`src/rtl/axi_rob_pkg.sv`:
```
// Shared types for the AXI read-reorder path: internal RID layout {row,col},
// per-row outstanding counter and the AR skid-buffer states.
package axi_rob_pkg;

    localparam int NUM_ROWS_DEF = 4;
    localparam int NUM_COLS_DEF = 4;
    localparam int ROW_W        = (NUM_ROWS_DEF > 1) ? $clog2(NUM_ROWS_DEF) : 1;
    localparam int COL_W        = (NUM_COLS_DEF > 1) ? $clog2(NUM_COLS_DEF) : 1;
    localparam int CNT_W        = $clog2(NUM_COLS_DEF + 1);

    typedef logic [ROW_W-1:0] row_t;
    typedef logic [COL_W-1:0] col_t;
    typedef logic [CNT_W-1:0] cnt_t;

    typedef struct packed {
        row_t row;
        col_t col;
    } rid_t;

    typedef enum logic {
        SKID_EMPTY = 1'b0,
        SKID_FULL  = 1'b1
    } skid_state_e;

    function automatic rid_t make_rid(input row_t row, input col_t col);
        rid_t rid;
        rid.row = row;
        rid.col = col;
        return rid;
    endfunction

endpackage

```
`src/rtl/ar_if.sv`:
```
// AXI read-address channel bundle; receiver/sender modports for the master and slave sides.
interface ar_if #(
    parameter int ID_W   = 4,
    parameter int ADDR_W = 32,
    parameter int TAG_W  = 4
);
    logic              valid;
    logic              ready;
    logic [ID_W-1:0]   id;
    logic [ADDR_W-1:0] addr;
    logic [7:0]        len;
    logic [2:0]        size;
    logic [1:0]        burst;
    logic [TAG_W-1:0]  tagid;

    modport sender   (output valid, id, addr, len, size, burst, tagid, input  ready);
    modport receiver (input  valid, id, addr, len, size, burst, tagid, output ready);
endinterface

```
`src/rtl/ar_id_remap_allocator_lowest_zero_finder.sv`:
```
// Priority encoder returning the lowest index whose bit is 0, plus a found flag.
module lowest_zero_finder #(
    parameter int W     = 4,
    parameter int IDX_W = (W > 1) ? $clog2(W) : 1
) (
    input  logic [W-1:0]     vec_i,
    output logic [IDX_W-1:0] idx_o,
    output logic             found_o
);

    always_comb begin
        idx_o   = '0;
        found_o = 1'b0;
        // Scan downwards so the last hit written is the lowest index.
        for (int i = W - 1; i >= 0; i--) begin
            if (!vec_i[i]) begin
                idx_o   = IDX_W'(i);
                found_o = 1'b1;
            end
        end
    end

endmodule

```
`src/rtl/ar_id_remap_allocator.sv`:
```
// Maps master ARIDs onto internal {row,col} RIDs, forwards AR through a one-entry skid,
// and keeps the INTERNAL->ORIGINAL restore map. Optional stall counter: AR_REMAP_STALL_CNT_EN.
module ar_id_remap_allocator
    import axi_rob_pkg::*;
#(
    parameter int NUM_ROWS   = NUM_ROWS_DEF,
    parameter int NUM_COLS   = NUM_COLS_DEF,
    parameter int ID_WIDTH   = 4,
    parameter int ADDR_WIDTH = 32,
    parameter int TAG_WIDTH  = 4
) (
    input  logic                clk,
    input  logic                rst,
    ar_if.receiver              ar_in_if,
    ar_if.sender                ar_out_if,
    output logic                alloc_evt_valid,
    output logic [ROW_W-1:0]    alloc_evt_row,
    output logic [COL_W-1:0]    alloc_evt_col,
    input  logic                free_req,
    input  logic [ROW_W-1:0]    free_row,
    input  logic [COL_W-1:0]    free_col,
    input  logic [ROW_W-1:0]    lookup_row,
    input  logic [COL_W-1:0]    lookup_col,
    output logic [ID_WIDTH-1:0] restored_id,
`ifdef AR_REMAP_STALL_CNT_EN
    output logic [15:0]         stall_cnt,
`endif
    output logic                free_err
);

    localparam cnt_t CNT_FULL = cnt_t'(NUM_COLS);

    // Slot table
    logic [NUM_ROWS-1:0] row_vld_q, row_vld_d;
    logic [ID_WIDTH-1:0] row_id_q   [NUM_ROWS];
    logic [ID_WIDTH-1:0] row_id_d   [NUM_ROWS];
    logic [NUM_COLS-1:0] col_busy_q [NUM_ROWS];
    logic [NUM_COLS-1:0] col_busy_d [NUM_ROWS];
    cnt_t                cnt_q      [NUM_ROWS];
    cnt_t                cnt_d      [NUM_ROWS];
    logic [ID_WIDTH-1:0] orig_id_q  [NUM_ROWS][NUM_COLS];
    logic [ID_WIDTH-1:0] orig_id_d  [NUM_ROWS][NUM_COLS];
    logic                free_err_q, free_err_d;

    // Skid register
    skid_state_e           skid_q, skid_d;
    logic [ID_WIDTH-1:0]   out_id_q, out_id_d;
    logic [ADDR_WIDTH-1:0] out_addr_q, out_addr_d;
    logic [7:0]            out_len_q, out_len_d;
    logic [2:0]            out_size_q, out_size_d;
    logic [1:0]            out_burst_q, out_burst_d;
    logic [TAG_WIDTH-1:0]  out_tag_q, out_tag_d;

    // Allocation decision
    logic [NUM_ROWS-1:0] hit_vec;
    logic                hit;
    row_t                hit_row;
    row_t                free_row_idx;
    logic                free_row_found;
    row_t                tgt_row;
    logic [NUM_COLS-1:0] tgt_busy;
    col_t                tgt_col;
    logic                tgt_col_found;
    logic                grant;
    logic                in_ready;
    logic                accept;
    logic                free_hit;

    for (genvar gi = 0; gi < NUM_ROWS; gi++) begin : g_hit
        assign hit_vec[gi] = row_vld_q[gi] && (row_id_q[gi] == ar_in_if.id);
    end

    // At most one row can match, so the lowest set bit of hit_vec is the hit row.
    lowest_zero_finder #(.W(NUM_ROWS)) u_hit_pick (
        .vec_i   (~hit_vec),
        .idx_o   (hit_row),
        .found_o (hit)
    );

    lowest_zero_finder #(.W(NUM_ROWS)) u_row_pick (
        .vec_i   (row_vld_q),
        .idx_o   (free_row_idx),
        .found_o (free_row_found)
    );

    assign tgt_row  = hit ? hit_row : free_row_idx;
    assign tgt_busy = col_busy_q[tgt_row];

    lowest_zero_finder #(.W(NUM_COLS)) u_col_pick (
        .vec_i   (tgt_busy),
        .idx_o   (tgt_col),
        .found_o (tgt_col_found)
    );

    assign grant    = tgt_col_found && (hit ? (cnt_q[hit_row] < CNT_FULL) : free_row_found);
    // rst gates ready so nothing is offered to the master while the table is held in reset.
    assign in_ready = rst && grant && ((skid_q == SKID_EMPTY) || ar_out_if.ready);
    assign accept   = ar_in_if.valid && in_ready;
    assign free_hit = free_req && col_busy_q[free_row][free_col];

    always_comb begin
        row_vld_d  = row_vld_q;
        row_id_d   = row_id_q;
        col_busy_d = col_busy_q;
        cnt_d      = cnt_q;
        orig_id_d  = orig_id_q;
        free_err_d = free_err_q | (free_req && !free_hit);
        if (free_hit) begin
            col_busy_d[free_row][free_col] = 1'b0;
        end
        if (accept) begin
            col_busy_d[tgt_row][tgt_col] = 1'b1;
            row_id_d[tgt_row]            = ar_in_if.id;
            orig_id_d[tgt_row][tgt_col]  = ar_in_if.id;
        end
        // Accept and free on the same row cancel in the counter; a row stays live while cnt > 0.
        for (int r = 0; r < NUM_ROWS; r++) begin
            cnt_d[r] = cnt_q[r]
                     + cnt_t'(accept && (tgt_row == row_t'(r)))
                     - cnt_t'(free_hit && (free_row == row_t'(r)));
            row_vld_d[r] = (cnt_d[r] != '0);
        end
    end

    always_comb begin
        skid_d      = skid_q;
        out_id_d    = out_id_q;
        out_addr_d  = out_addr_q;
        out_len_d   = out_len_q;
        out_size_d  = out_size_q;
        out_burst_d = out_burst_q;
        out_tag_d   = out_tag_q;
        case (skid_q)
            SKID_EMPTY: if (accept) skid_d = SKID_FULL;
            SKID_FULL:  if (ar_out_if.ready && !accept) skid_d = SKID_EMPTY;
            default:    skid_d = SKID_EMPTY;
        endcase
        // accept implies the skid is empty or draining this cycle, so loading never clobbers a held beat.
        if (accept) begin
            out_id_d    = ID_WIDTH'(make_rid(tgt_row, tgt_col));
            out_addr_d  = ar_in_if.addr;
            out_len_d   = ar_in_if.len;
            out_size_d  = ar_in_if.size;
            out_burst_d = ar_in_if.burst;
            out_tag_d   = ar_in_if.tagid;
        end
    end

    always_ff @(posedge clk or negedge rst) begin
        if (!rst) begin
            row_vld_q  <= '0;
            free_err_q <= 1'b0;
            for (int r = 0; r < NUM_ROWS; r++) begin
                row_id_q[r]   <= '0;
                col_busy_q[r] <= '0;
                cnt_q[r]      <= '0;
                for (int c = 0; c < NUM_COLS; c++) begin
                    orig_id_q[r][c] <= '0;
                end
            end
        end else begin
            row_vld_q  <= row_vld_d;
            row_id_q   <= row_id_d;
            col_busy_q <= col_busy_d;
            cnt_q      <= cnt_d;
            orig_id_q  <= orig_id_d;
            free_err_q <= free_err_d;
        end
    end

    always_ff @(posedge clk or negedge rst) begin
        if (!rst) begin
            skid_q      <= SKID_EMPTY;
            out_id_q    <= '0;
            out_addr_q  <= '0;
            out_len_q   <= '0;
            out_size_q  <= '0;
            out_burst_q <= '0;
            out_tag_q   <= '0;
        end else begin
            skid_q      <= skid_d;
            out_id_q    <= out_id_d;
            out_addr_q  <= out_addr_d;
            out_len_q   <= out_len_d;
            out_size_q  <= out_size_d;
            out_burst_q <= out_burst_d;
            out_tag_q   <= out_tag_d;
        end
    end

`ifdef AR_REMAP_STALL_CNT_EN
    logic [15:0] stall_cnt_q, stall_cnt_d;

    always_comb begin
        stall_cnt_d = stall_cnt_q;
        if (ar_in_if.valid && !in_ready && (stall_cnt_q != 16'hFFFF)) begin
            stall_cnt_d = stall_cnt_q + 16'd1;
        end
    end

    always_ff @(posedge clk or negedge rst) begin
        if (!rst) begin
            stall_cnt_q <= '0;
        end else begin
            stall_cnt_q <= stall_cnt_d;
        end
    end

    assign stall_cnt = stall_cnt_q;
`endif

    assign ar_in_if.ready  = in_ready;
    assign ar_out_if.valid = (skid_q == SKID_FULL);
    assign ar_out_if.id    = out_id_q;
    assign ar_out_if.addr  = out_addr_q;
    assign ar_out_if.len   = out_len_q;
    assign ar_out_if.size  = out_size_q;
    assign ar_out_if.burst = out_burst_q;
    assign ar_out_if.tagid = out_tag_q;

    assign alloc_evt_valid = accept;
    assign alloc_evt_row   = tgt_row;
    assign alloc_evt_col   = tgt_col;
    assign restored_id     = orig_id_q[lookup_row][lookup_col];
    assign free_err        = free_err_q;

endmodule
```
`src/flat_wrapper.sv`:
```
// flat-port wrapper written by rule: the top's interface ports become plain ports
module ar_id_remap_allocator_flat import axi_rob_pkg::*;
#(
    parameter int NUM_ROWS   = NUM_ROWS_DEF,
    parameter int NUM_COLS   = NUM_COLS_DEF,
    parameter int ID_WIDTH   = 4,
    parameter int ADDR_WIDTH = 32,
    parameter int TAG_WIDTH  = 4
)
  (clk, rst, alloc_evt_valid, alloc_evt_row, alloc_evt_col, free_req, free_row, free_col, lookup_row, lookup_col, restored_id, free_err, ar_in_if_valid, ar_in_if_id, ar_in_if_addr, ar_in_if_len, ar_in_if_size, ar_in_if_burst, ar_in_if_tagid, ar_in_if_ready, ar_out_if_valid, ar_out_if_id, ar_out_if_addr, ar_out_if_len, ar_out_if_size, ar_out_if_burst, ar_out_if_tagid, ar_out_if_ready);
  ar_if ar_in_if_i ();
  ar_if ar_out_if_i ();
  input  logic clk;
  input  logic rst;
  output logic alloc_evt_valid;
  output logic [ROW_W-1:0] alloc_evt_row;
  output logic [COL_W-1:0] alloc_evt_col;
  input  logic free_req;
  input  logic [ROW_W-1:0] free_row;
  input  logic [COL_W-1:0] free_col;
  input  logic [ROW_W-1:0] lookup_row;
  input  logic [COL_W-1:0] lookup_col;
  output logic [ID_WIDTH-1:0] restored_id;
  output logic free_err;
  input wire logic [$bits(ar_in_if_i.valid)-1:0] ar_in_if_valid;
  input wire logic [$bits(ar_in_if_i.id)-1:0] ar_in_if_id;
  input wire logic [$bits(ar_in_if_i.addr)-1:0] ar_in_if_addr;
  input wire logic [$bits(ar_in_if_i.len)-1:0] ar_in_if_len;
  input wire logic [$bits(ar_in_if_i.size)-1:0] ar_in_if_size;
  input wire logic [$bits(ar_in_if_i.burst)-1:0] ar_in_if_burst;
  input wire logic [$bits(ar_in_if_i.tagid)-1:0] ar_in_if_tagid;
  output wire logic [$bits(ar_in_if_i.ready)-1:0] ar_in_if_ready;
  output wire logic [$bits(ar_out_if_i.valid)-1:0] ar_out_if_valid;
  output wire logic [$bits(ar_out_if_i.id)-1:0] ar_out_if_id;
  output wire logic [$bits(ar_out_if_i.addr)-1:0] ar_out_if_addr;
  output wire logic [$bits(ar_out_if_i.len)-1:0] ar_out_if_len;
  output wire logic [$bits(ar_out_if_i.size)-1:0] ar_out_if_size;
  output wire logic [$bits(ar_out_if_i.burst)-1:0] ar_out_if_burst;
  output wire logic [$bits(ar_out_if_i.tagid)-1:0] ar_out_if_tagid;
  input wire logic [$bits(ar_out_if_i.ready)-1:0] ar_out_if_ready;
  assign ar_in_if_i.valid = ar_in_if_valid;
  assign ar_in_if_i.id = ar_in_if_id;
  assign ar_in_if_i.addr = ar_in_if_addr;
  assign ar_in_if_i.len = ar_in_if_len;
  assign ar_in_if_i.size = ar_in_if_size;
  assign ar_in_if_i.burst = ar_in_if_burst;
  assign ar_in_if_i.tagid = ar_in_if_tagid;
  assign ar_in_if_ready = ar_in_if_i.ready;
  assign ar_out_if_valid = ar_out_if_i.valid;
  assign ar_out_if_id = ar_out_if_i.id;
  assign ar_out_if_addr = ar_out_if_i.addr;
  assign ar_out_if_len = ar_out_if_i.len;
  assign ar_out_if_size = ar_out_if_i.size;
  assign ar_out_if_burst = ar_out_if_i.burst;
  assign ar_out_if_tagid = ar_out_if_i.tagid;
  assign ar_out_if_i.ready = ar_out_if_ready;
  ar_id_remap_allocator #(.NUM_ROWS(NUM_ROWS), .NUM_COLS(NUM_COLS), .ID_WIDTH(ID_WIDTH), .ADDR_WIDTH(ADDR_WIDTH), .TAG_WIDTH(TAG_WIDTH)) u_core (.clk(clk), .rst(rst), .ar_in_if(ar_in_if_i), .ar_out_if(ar_out_if_i), .alloc_evt_valid(alloc_evt_valid), .alloc_evt_row(alloc_evt_row), .alloc_evt_col(alloc_evt_col), .free_req(free_req), .free_row(free_row), .free_col(free_col), .lookup_row(lookup_row), .lookup_col(lookup_col), .restored_id(restored_id), .free_err(free_err));
endmodule
```
`config.mk`:
```
export PLATFORM = sky130hd
export DESIGN_NAME = ar_id_remap_allocator_flat
export DESIGN_NICKNAME = d
export VERILOG_FILES = /design/src/rtl/axi_rob_pkg.sv /design/src/rtl/ar_if.sv /design/src/rtl/ar_id_remap_allocator_lowest_zero_finder.sv /design/src/rtl/ar_id_remap_allocator.sv /design/src/flat_wrapper.sv
export SDC_FILE = /design/constraint.sdc
export NUM_CORES = 1
export LEC_CHECK = 0
export CELL_PAD_IN_SITES_DETAIL_PLACEMENT = 1
export CELL_PAD_IN_SITES_GLOBAL_PLACEMENT = 1
export CORE_MARGIN = 5
export CORE_UTILIZATION = 43
export DETAILED_ROUTE_END_ITERATION = 10
export PLACE_DENSITY = 0.76
export RECOVER_POWER = 25
export SLEW_MARGIN = 5
export SYNTH_ARGS = -nofsm -noshare
export SYNTH_HDL_FRONTEND = slang
export SYNTH_HIERARCHICAL = 1
export SYNTH_SLANG_ARGS = --single-unit
export TNS_END_PERCENT = 10
```
`constraint.sdc`:
```
create_clock -name clk -period 5.6 [get_ports clk]
set_input_delay 1.12 -clock clk [delete_from_list [all_inputs] [get_ports clk]]
set_output_delay 1.12 -clock clk [all_outputs]
set_load 0.01 [all_outputs]
```
## Yosys cells after proc, flatten, opt, wreduce, memory -nomap -nowiden

Index checks and enable logic that the tools add are counted.

| storage, ports and cells | value |
|---|---|
| bits of input ports | 66 |
| output and inout bits | 65 |
| word-level logic and storage cells | 178 |
| bits in registers | 167 |

| cells by class | value |
|---|---|
| $lt $le $gt $ge | 14 |
| $add $sub $neg | 8 |
| reductions and logical operators | 33 |
| bitwise gates (word level) | 12 |
| equality and inequality tests | 10 |
| muxes and demuxes | 64 |

Operators by type and width:

| cell | number |
|---|---|
| 16-bit two-way mux | 5 |
| 64-bit bitwise mux | 1 |
| 4-bit two-way mux | 10 |
| 16-bit binary-select mux with 2-bit select | 1 |
| 16-bit demux with 2-bit select | 1 |
| 4-bit demux with 2-bit select | 4 |
| 2-bit two-way mux | 13 |
| 4-bit binary-select mux with 2-bit select | 3 |
| 1-bit logical AND | 24 |
| 3-bit >= comparator (second input constant) | 6 |
| 1-bit two-way mux | 18 |
| 2-bit inverter with 3-bit output | 6 |
| 16-bit bitwise AND | 1 |
| 16-bit bitwise mux | 1 |
| 4-bit equality test | 4 |
| 16-bit inverter | 1 |
| 16-bit OR | 1 |
| 3-bit by 1-bit adder with 3-bit output | 4 |
| 3-bit nonzero test | 4 |
| 3-bit by 1-bit subtractor with 3-bit output | 4 |
| 3-bit by 1-bit < comparator with 1-bit output (second input constant) | 3 |
| 2-bit equality test (second input constant) | 4 |
| 3-bit binary-select mux with 2-bit select | 1 |
| 2-bit by 3-bit < comparator with 1-bit output (second input constant) | 2 |
| 13 further kinds | 19 |

## Depth between registers and ports, before layout

| logic depth | value |
|---|---|
| word-level depth | 24 |
| gate-level depth with buffers | 24 |
| depth with buffers taken out | 21 |

## By module

The synthesis kept the hierarchy.

Modules (own cells, without submodules):

| module | sequential area each (sq um) | times used | area each (sq um) | cells an instance |
|---|---|---|---|---|
| ar_id_remap_allocator | 4179.0 | 1 | 7677.4 | 554 |
| lowest_zero_finder | 0.0 | 3 | 28.8 | 5 |

## Least setup slack after synthesis

Ideal clock, no wire load.

| path | value |
|---|---|
| path kind | input to register |
| start | in ar_in_if_id[2] |
| end | reg u_core.row_vld_q[0] |
| path slack | -79 ps |
| stages | 23 |
| library setup time | 131 ps |
| arrival time | 5548 ps |
| data required time | 5469 ps |
| path buffers | 3 |
| path through | clkbuf_1 xor2_1 nor3_1 nand3_1 nand4_1 mux2i_1 inv_1 clkbuf_1 and2_1 a211oi_1 a31oi_1 nand4_1 o211ai_1 a211oi_4 buf_4 nand4_2 ha_1 inv_1 ha_1 fa_1 xor2_1 xnor2_1 or3_1 |

RTL lines:

| what | line | source |
|---|---|---|
| start: declaration | flat_wrapper.sv:26 | `input wire logic [$bits(ar_in_if_i.id)-1:0] ar_in_if_id;` |
| end signal: assignment | ar_id_remap_allocator.sv:162 | `row_vld_q <= row_vld_d;` |
| end: declaration | ar_id_remap_allocator.sv:34 | `logic [NUM_ROWS-1:0] row_vld_q, row_vld_d;` |

## Worst setup path in the final report

| path | value |
|---|---|
| start | in ar_in_if_id[1] |
| end | out alloc_evt_col[0] |

| on the way | value |
|---|---|
| cells in the longest elaborated chain, start to end | 16 |
| elaborated cells between the ends (all ways) | 26 |
| classes of those cells | eq/ne (4); mux (16); bitwise (2); reduce/logical (4) |

RTL lines:

| what | line | source |
|---|---|---|
| 4-bit equality test | ar_id_remap_allocator.sv:70 | `assign hit_vec[gi] = row_vld_q[gi] && (row_id_q[gi] == ar_in_if.id);` |
| 1-bit logical AND | ar_id_remap_allocator.sv:70 |  |
| 4-bit inverter (*) | ar_id_remap_allocator.sv:75 | `.vec_i (~hit_vec),` |
| 2-bit two-way mux (3 in series) | ar_id_remap_allocator_lowest_zero_finder.sv:16 | `if (!vec_i[i]) begin` |
| 2-bit two-way mux (*) | ar_id_remap_allocator_lowest_zero_finder.sv:16 |  |
| named net u_core.hit_row[1] | ar_id_remap_allocator.sv:57 | `row_t hit_row;` |
| 2-bit two-way mux (*) | ar_id_remap_allocator.sv:86 | `assign tgt_row = hit ? hit_row : free_row_idx;` |
| 2-bit inverter with 3-bit output (not written as such) (*) | ar_id_remap_allocator.sv:87 | `assign tgt_busy = col_busy_q[tgt_row];` |
| 4-bit binary-select mux with 2-bit select (*) | ar_id_remap_allocator.sv:87 |  |
| 4-bit two-way mux (not written as such) (*) (2 in series) | ar_id_remap_allocator.sv:87 |  |
| named net u_core.tgt_busy[3] | ar_id_remap_allocator.sv:61 | `logic [NUM_COLS-1:0] tgt_busy;` |
| 2-bit two-way mux (*) (4 in series) | ar_id_remap_allocator_lowest_zero_finder.sv:16 |  |
| end: declaration | flat_wrapper.sv:17 | `output logic [COL_W-1:0] alloc_evt_col;` |

Mark *: on every way through the listed nets, which the timed path passes. The rest lies on a longest branch. The select of a mux whose other input is x is not followed.

==> impl_metrics.tcl <==
set metrics [dict create \
    grt_start_max_net_pins 70 \
    grt_antenna_before_repair 0 \
    hold_viol_final 0 \
    syn-instance-count 569 \
    r2r_end "u_core/row_vld_q[1]" \
    nFillCells 1738 \
    worstSetupPathType "primary input to output pin" \
    synth_mux_area_share_pct 26.90 \
    clockBufferDepth 2 \
    synth_compound_area_share_pct 4.239 \
    viasPerCell 5.484 \
    period_needed_ns 5.623 \
    max_slew.worst_pin.slew_ns 3.077 \
    grt_overflow 0 \
    dp_hpwl_um 15230 \
    drc 0 \
    crit_required_ns 4.48 \
    fmax_mhz 177.9 \
    violations "max-capacitance violations, max-slew violations, negative setup slack" \
    setup_ws_ns -0.02257 \
    h-tree-depth 4 \
    drtAntennaViolNets 0 \
    cp.arrival_ns 4.50 \
    power.density_nw_per_um2 547.2 \
    place_congestion 0.8727 \
    status "finished with violations" \
    synth-adder-area-share_pct 2.321 \
    tritoncts "built" \
    dieArea_um2 20840 \
    ys_types 45 \
    n_antenna_cell 0 \
    final_util_pct 57.43 \
    vias 5325 \
    grt_pass1_vias 5954 \
    min_path_type "flip-flop to flip-flop" \
    crit_end "alloc_evt_col[0]" \
    ys_ff_latch 167 \
    io_buffers 130 \
    synth-async-reset-ratio_pct 100.0 \
    track_usage_pct 20.65 \
    final_cell_mix "167 x dfrtp_1, 138 x mux2_2, 123 x clkdlybuf4s50_1, 44 x buf_4, 35 x nand2_1" \
    fin_skew_ns 0.008306 \
    netlist.area_leader.share_pct 53.83 \
    grt_pass1_wl_um 32960 \
    yosysSeqAreaShare_pct 53.83 \
    drive_gt1_share_pct 35.31 \
    fin_setup_tns_ns -0.02257 \
    yosysWarnings 6 \
    cp-startpoint "ar_in_if_id[1]" \
    switching_share_pct 33.08 \
    total_leakage_power_nw 4.633 \
    setup_viol 1 \
    p_int_mw 3.752 \
    ys.flop_type "dfrtp_1" \
    clockPowerShare_pct 21.3 \
    drtIter0Drc 211 \
    drv_cap 1 \
    crit_path_end_kind "output pin" \
    nets 809 \
    core-area_um2 17840 \
    synth_simple_gate_area_share_pct 7.123 \
    fp-row-count 49 \
    areaGrowthSynthToFinish_pct 31.97 \
    synth_edf_count 0 \
    yosysTopAreaCell "dfrtp_1" \
    synth.avg_cell_area_um2 13.64 \
    slew_violations 57 \
    first_pass_iters 4 \
    p_switching_mw 1.855 \
    p_seq_share_pct 35.8 \
    final_common_cell "dfrtp_1" \
    cp_max_fo 10 \
    wl_per_cell_um 22.00 \
    fin_crit_sh_pct 100.4 \
    start_util_pct 43.52 \
    chipHeight_um 144.4 \
    numCtsBuffers 17 \
    synth_xor_area_share_pct 2.369 \
    reg2reg_depth 22 \
    pin_count 131 \
    wl_um 21360 \
    rrSetupSlack_ns 0.90 \
    postCtsHoldBufs 0 \
    synth_top_family_by_area "multiplexers" \
    hold_depth 1 \
    yosys-top-cells-area "dfrtp_1 54%, mux2_2 20%, mux4_2 6.1%" \
    clock-sinks 167 \
    synth_nets 647 \
    die_w_um 144.4 \
    crit_path_start_kind "primary input" \
    peakVddDrop_v 0.0003136 \
    path_clk_slew_ns 0.06 \
    r2r-start "u_core/row_id_q[2]" \
    combinationalPowerShare_pct 42.9 \
    synth_area_um2 7764 \
    clockRootBuffer "clkbuf_16" \
    insertion_delay_ns 0.42 \
    relSlewSlack_pct -105.1 \
]
-- metal layers --
| layer | global-route usage [%] | vias to the layer above | share of wire, % | wire, um |
|---|---|---|---|---|
| met5 | 0 | - | 0 | 0 |
| met4 | 6.333 | 0 | 1.9 | 416 |
| met3 | 4.431 | 35 | 3.9 | 833 |
| met2 | 36.14 | 121 | 54 | 11610 |
| met1 | 25.70 | 2783 | 40 | 8500 |
| li1 | - | 2386 | - | - |
-- kinds of logic (layout without fill, tap and decap cells) --
| kind of cell | count (synthesis) | count (layout) |
|---|---|---|
| AOI/OAI and AO/OA | 45 | 45 |
| xor gates and xnor gates | 21 | 21 |
| adders and majority gates | 12 | 12 |
| buffers and inverters | 53 | 226 |
| DFF | 167 | 167 |
| muxes | 165 | 165 |
| and+or+nand+nor | 106 | 106 |
-- cell usage after synthesis (2+ instances only) --
cell type    n
o221ai_1     2
clkbuf_1    19
buf_2        5
inv_1       18
nand4_1     21
buf_4        2
a21oi_1      3
nor3_1       7
nand4_2      2
xnor2_1      7
xor2_1      14
nor2b_1      5
nor2_1       9
a211oi_1     4
buf_1        4
buf_6        5
o21ai_0     12
a31oi_1      4
nand2b_1    10
a21boi_1     3
dfrtp_1    167
a22oi_1      2
and2_1       7
ha_1         8
mux2_2     139
nand2_1     35
or3_1        4
nand3_1      4
o31ai_1      4
fa_1         4
mux4_2      21
mux2i_1      5
-- worst min path at each step --
stage / from / to / slack, ns
2_1_floorplan: u_core/cnt_q[2] / u_core/cnt_q[2] / 0.45
5_1_grt: u_core/free_err / u_core/free_err / 0.52
6_report: u_core/free_err / u_core/free_err / 0.50
3_3_place_gp: u_core/free_err / u_core/free_err / 0.48
3_5_place_dp: u_core/free_err / u_core/free_err / 0.48
4_1_cts: u_core/free_err / u_core/free_err / 0.50
-- worst max-delay path, stage by stage --
cell	delay, ns
clkdlybuf4s50_1	0.42
buf_6	0.15
xor2_1	0.17
nor3_2	0.22
nand3_2	0.12
buf_4	0.16
a21oi_4	0.18
mux2i_2	0.12
buf_6	0.16
buf_4	0.14
a211oi_2	0.25
a31oi_2	0.09
nand2b_1	0.21
a21boi_2	0.28
buf_4	0.17
clkdlybuf4s50_1	0.53
-- power by group through the flow --
stage / clock network [mW] / registers (mW) / logic (mW)
5_1_grt: 1.28 / 2.06 / 2.58
3_3_place_gp: 0 / 1.96 / 2.15
3_5_place_dp: 0 / 2.01 / 2.26
2_1_floorplan: 0 / 2.01 / 1.17
6_report: 1.20 / 2.00 / 2.41
4_1_cts: 1.22 / 2.00 / 2.29
-- metrics by stage --
stage	cell area, um^2	total power [mW]	cells	worst slack [ns]	hold WS, ns
after floorplan	7769	3.180	569	0.005914	0.4527
after global placement	9489	4.110	935	-0.2209	0.4790
after detailed placement	9489	4.262	935	-0.4185	0.4808
after CTS	10090	5.516	965	-0.2067	0.5037
after global routing	10250	5.914	971	-0.1977	0.5157
final	10250	5.607	971	-0.02257	0.5003
-- flip-flops by register name (all words and copies together) (netlist names) --
| name | count |
|---|---|
| u_core/ar_out_if.addr | 32 |
| u_core/row_id_q | 16 |
| u_core/ar_out_if.id | 4 |
| u_core/orig_id_q | 64 |
| u_core/col_busy_q | 16 |
| u_core/ar_out_if.burst | 2 |
| u_core/ar_out_if.size | 3 |
| u_core/cnt_q | 12 |
| u_core/row_vld_q | 4 |
| u_core/free_err | 1 |
| u_core/ar_out_if.len | 8 |
| u_core/ar_out_if.valid | 1 |
| u_core/ar_out_if.tagid | 4 |
-- area by class of cell --
class / count / area (um^2) / share of cell area [%]
multi-input cells: 349 / 3450 / 33.67
clock buffers: 20 / 456.7 / 4.457
well taps: 229 / 286.5 / 2.796
inverters: 18 / 67.56 / 0.6594
repair buffers: 178 / 1660 / 16.20
flip-flops and latches: 167 / 4179 / 40.79
clock inverters: 10 / 146.4 / 1.429
-- what timing repair did --
item	CTS	global route
pin swaps	1	13
resized for setup	4	29
endpoints found under the setup margin	7	8
gates cloned	0	0
buffers inserted	0	6
Power figures use the tool's default switching activity.
==> edit: new RTL, same flow settings <==
Put a register stage on the output `restored_id`. The value now appears one clock later. The other outputs are not delayed to match.
--- a/src/rtl/ar_id_remap_allocator.sv
+++ b/src/rtl/ar_id_remap_allocator.sv
@@ -223,3 +223,5 @@
     assign alloc_evt_col   = tgt_col;
-    assign restored_id     = orig_id_q[lookup_row][lookup_col];
+    always_ff @(posedge clk) begin
+        restored_id <= orig_id_q[lookup_row][lookup_col];
+    end
     assign free_err        = free_err_q;
Function: changed (a bounded check fails within 4 cycles, from zero or initial values and one cycle with rst low).
==> edit against the original RTL <==
Maximum frequency increased by 3.4%; setup slack improved by 180 ps; power decreased by 0.89%; sequential cell count increased by 4; synthesized area increased by 1.0%; sequential power increased by 2%; critical path depth increased by 6; wire length decreased by 2.4%; global-route usage decreased by 0.47 points; cell area decreased by 0.31%; critical endpoint is now u_core/row_vld_q[2].
==> edit: results (changes against the original RTL) <==
The tools report the origin of the worst setup path as ar_in_if_id[0]. The number of signal-net buffers in the layout works out to 173 (-2.8%). The sum of routed wire length over all layers is 20.8 mm (-2.4%), and the synthesized-area fraction occupied by xor and xnor cells is 2.34% (-0.024 points). The run gives 5740 ps (+1240 ps) as the worst endpoint data arrival time.

The number of standard cells in the layout, taps in and fillers out was 972 (+0.10%). For the multi-input logic area, the log shows 3370 um^2 (-2.4%). The clock buffer and inverter area fraction after layout works out to 6.00% (+0.12 points). The area share of fa/ha/maj cells after synthesis came out at 2.30% (-0.024 points). The number of clock buffers in the layout came out at 18 (-10%).

The fraction of final layout cells with drive strength greater than 1 is 33.4% (-1.9 points), and the post-CTS setup-driven buffer insertion count is 1 (+1). The cell depth of the worst flop-to-flop path was 21 (-4.5%). The internal power is 3.73 mW (-0.52%). The run gives 15.2 mm (about the same) as the placed wire-length estimate after detailed placement. The startpoint of the worst register-to-register path is u_core/row_id_q[14]. The run gives 46 (+2.2%) as the number of different library cells in the post-synthesis netlist. The mux contribution to synthesized area was 26.6% (-0.27 points). The total of cells resized after clock tree synthesis came out at 9 (+5). The shortest period the worst path allows works out to 5440 ps (-184 ps). The run finished with clean final reports. Type of the worst setup path: input port to flip-flop. The number of global-route vias before repair was 5982 (+0.47%).

Final-stage net count: 808 (-0.12%). By area the synthesized netlist is led by sky130_fd_sc_hd__dfrtp_1, sky130_fd_sc_hd__mux2_2, sky130_fd_sc_hd__mux4_2. The tools report the net count of the mapped netlist as 651 (+0.62%).

The total global routing track utilization came out at 20.2% (-0.47 points). The endpoint identified for the worst register-to-register timing path is u_core/row_vld_q[2]. The static leakage power is 4.65 nW (+0.32%). The via count normalized by instance count was 5.44 (-0.80%); the pin count of the biggest net entering global routing was 78 (+11%). The global-route wire length before repair is 33.9 mm (+2.9%), and the fraction of registers with async set/reset is 97.7% (-2.3 points).
## edit: per-layer routing
metal | part of all wire, % | global-route usage [%] | wire (um)
met5 | 0 | 0 | 0
met4 | 1.6 | 6.67 | 337
met2 | 52 | 34.5 | 10900
met1 | 42 | 25.7 | 8730
met3 | 4.1 | 4.18 | 859
## edit: worst max-delay path: stages
cell and delay (ps):
sky130_fd_sc_hd__clkdlybuf4s50_1 470, sky130_fd_sc_hd__buf_4 180, sky130_fd_sc_hd__xnor2_1 170, sky130_fd_sc_hd__nand3_1 150, sky130_fd_sc_hd__nand4_1 180, sky130_fd_sc_hd__mux2i_2 330
sky130_fd_sc_hd__inv_2 120, sky130_fd_sc_hd__buf_4 160, sky130_fd_sc_hd__a211oi_1 230, sky130_fd_sc_hd__a31oi_1 90, sky130_fd_sc_hd__nand4_1 120, sky130_fd_sc_hd__o211ai_1 130
sky130_fd_sc_hd__a211oi_4 280, sky130_fd_sc_hd__buf_4 190, sky130_fd_sc_hd__nand4_1 140, sky130_fd_sc_hd__ha_1 380, sky130_fd_sc_hd__inv_1 40, sky130_fd_sc_hd__ha_1 190
sky130_fd_sc_hd__fa_1 370, sky130_fd_sc_hd__xor2_1 190, sky130_fd_sc_hd__xnor2_1 150, sky130_fd_sc_hd__or3_1 340
## edit: metrics by stage
step / util (%) / area [um^2] / power [mW] / TNS (ps) / hold slack (ps)
final: 56.9 / 10200 / 5.56 / 0 / 494
after global placement: 53.2 / 9560 / 4.16 / -1250 / 478
after global routing: 56.9 / 10200 / 5.87 / -38.4 / 519
after CTS: 56.7 / 10200 / 5.60 / 0 / 503
after detailed placement: 53.2 / 9560 / 4.31 / -3120 / 488
after floorplan: - / 7850 / 3.22 / 0 / 453
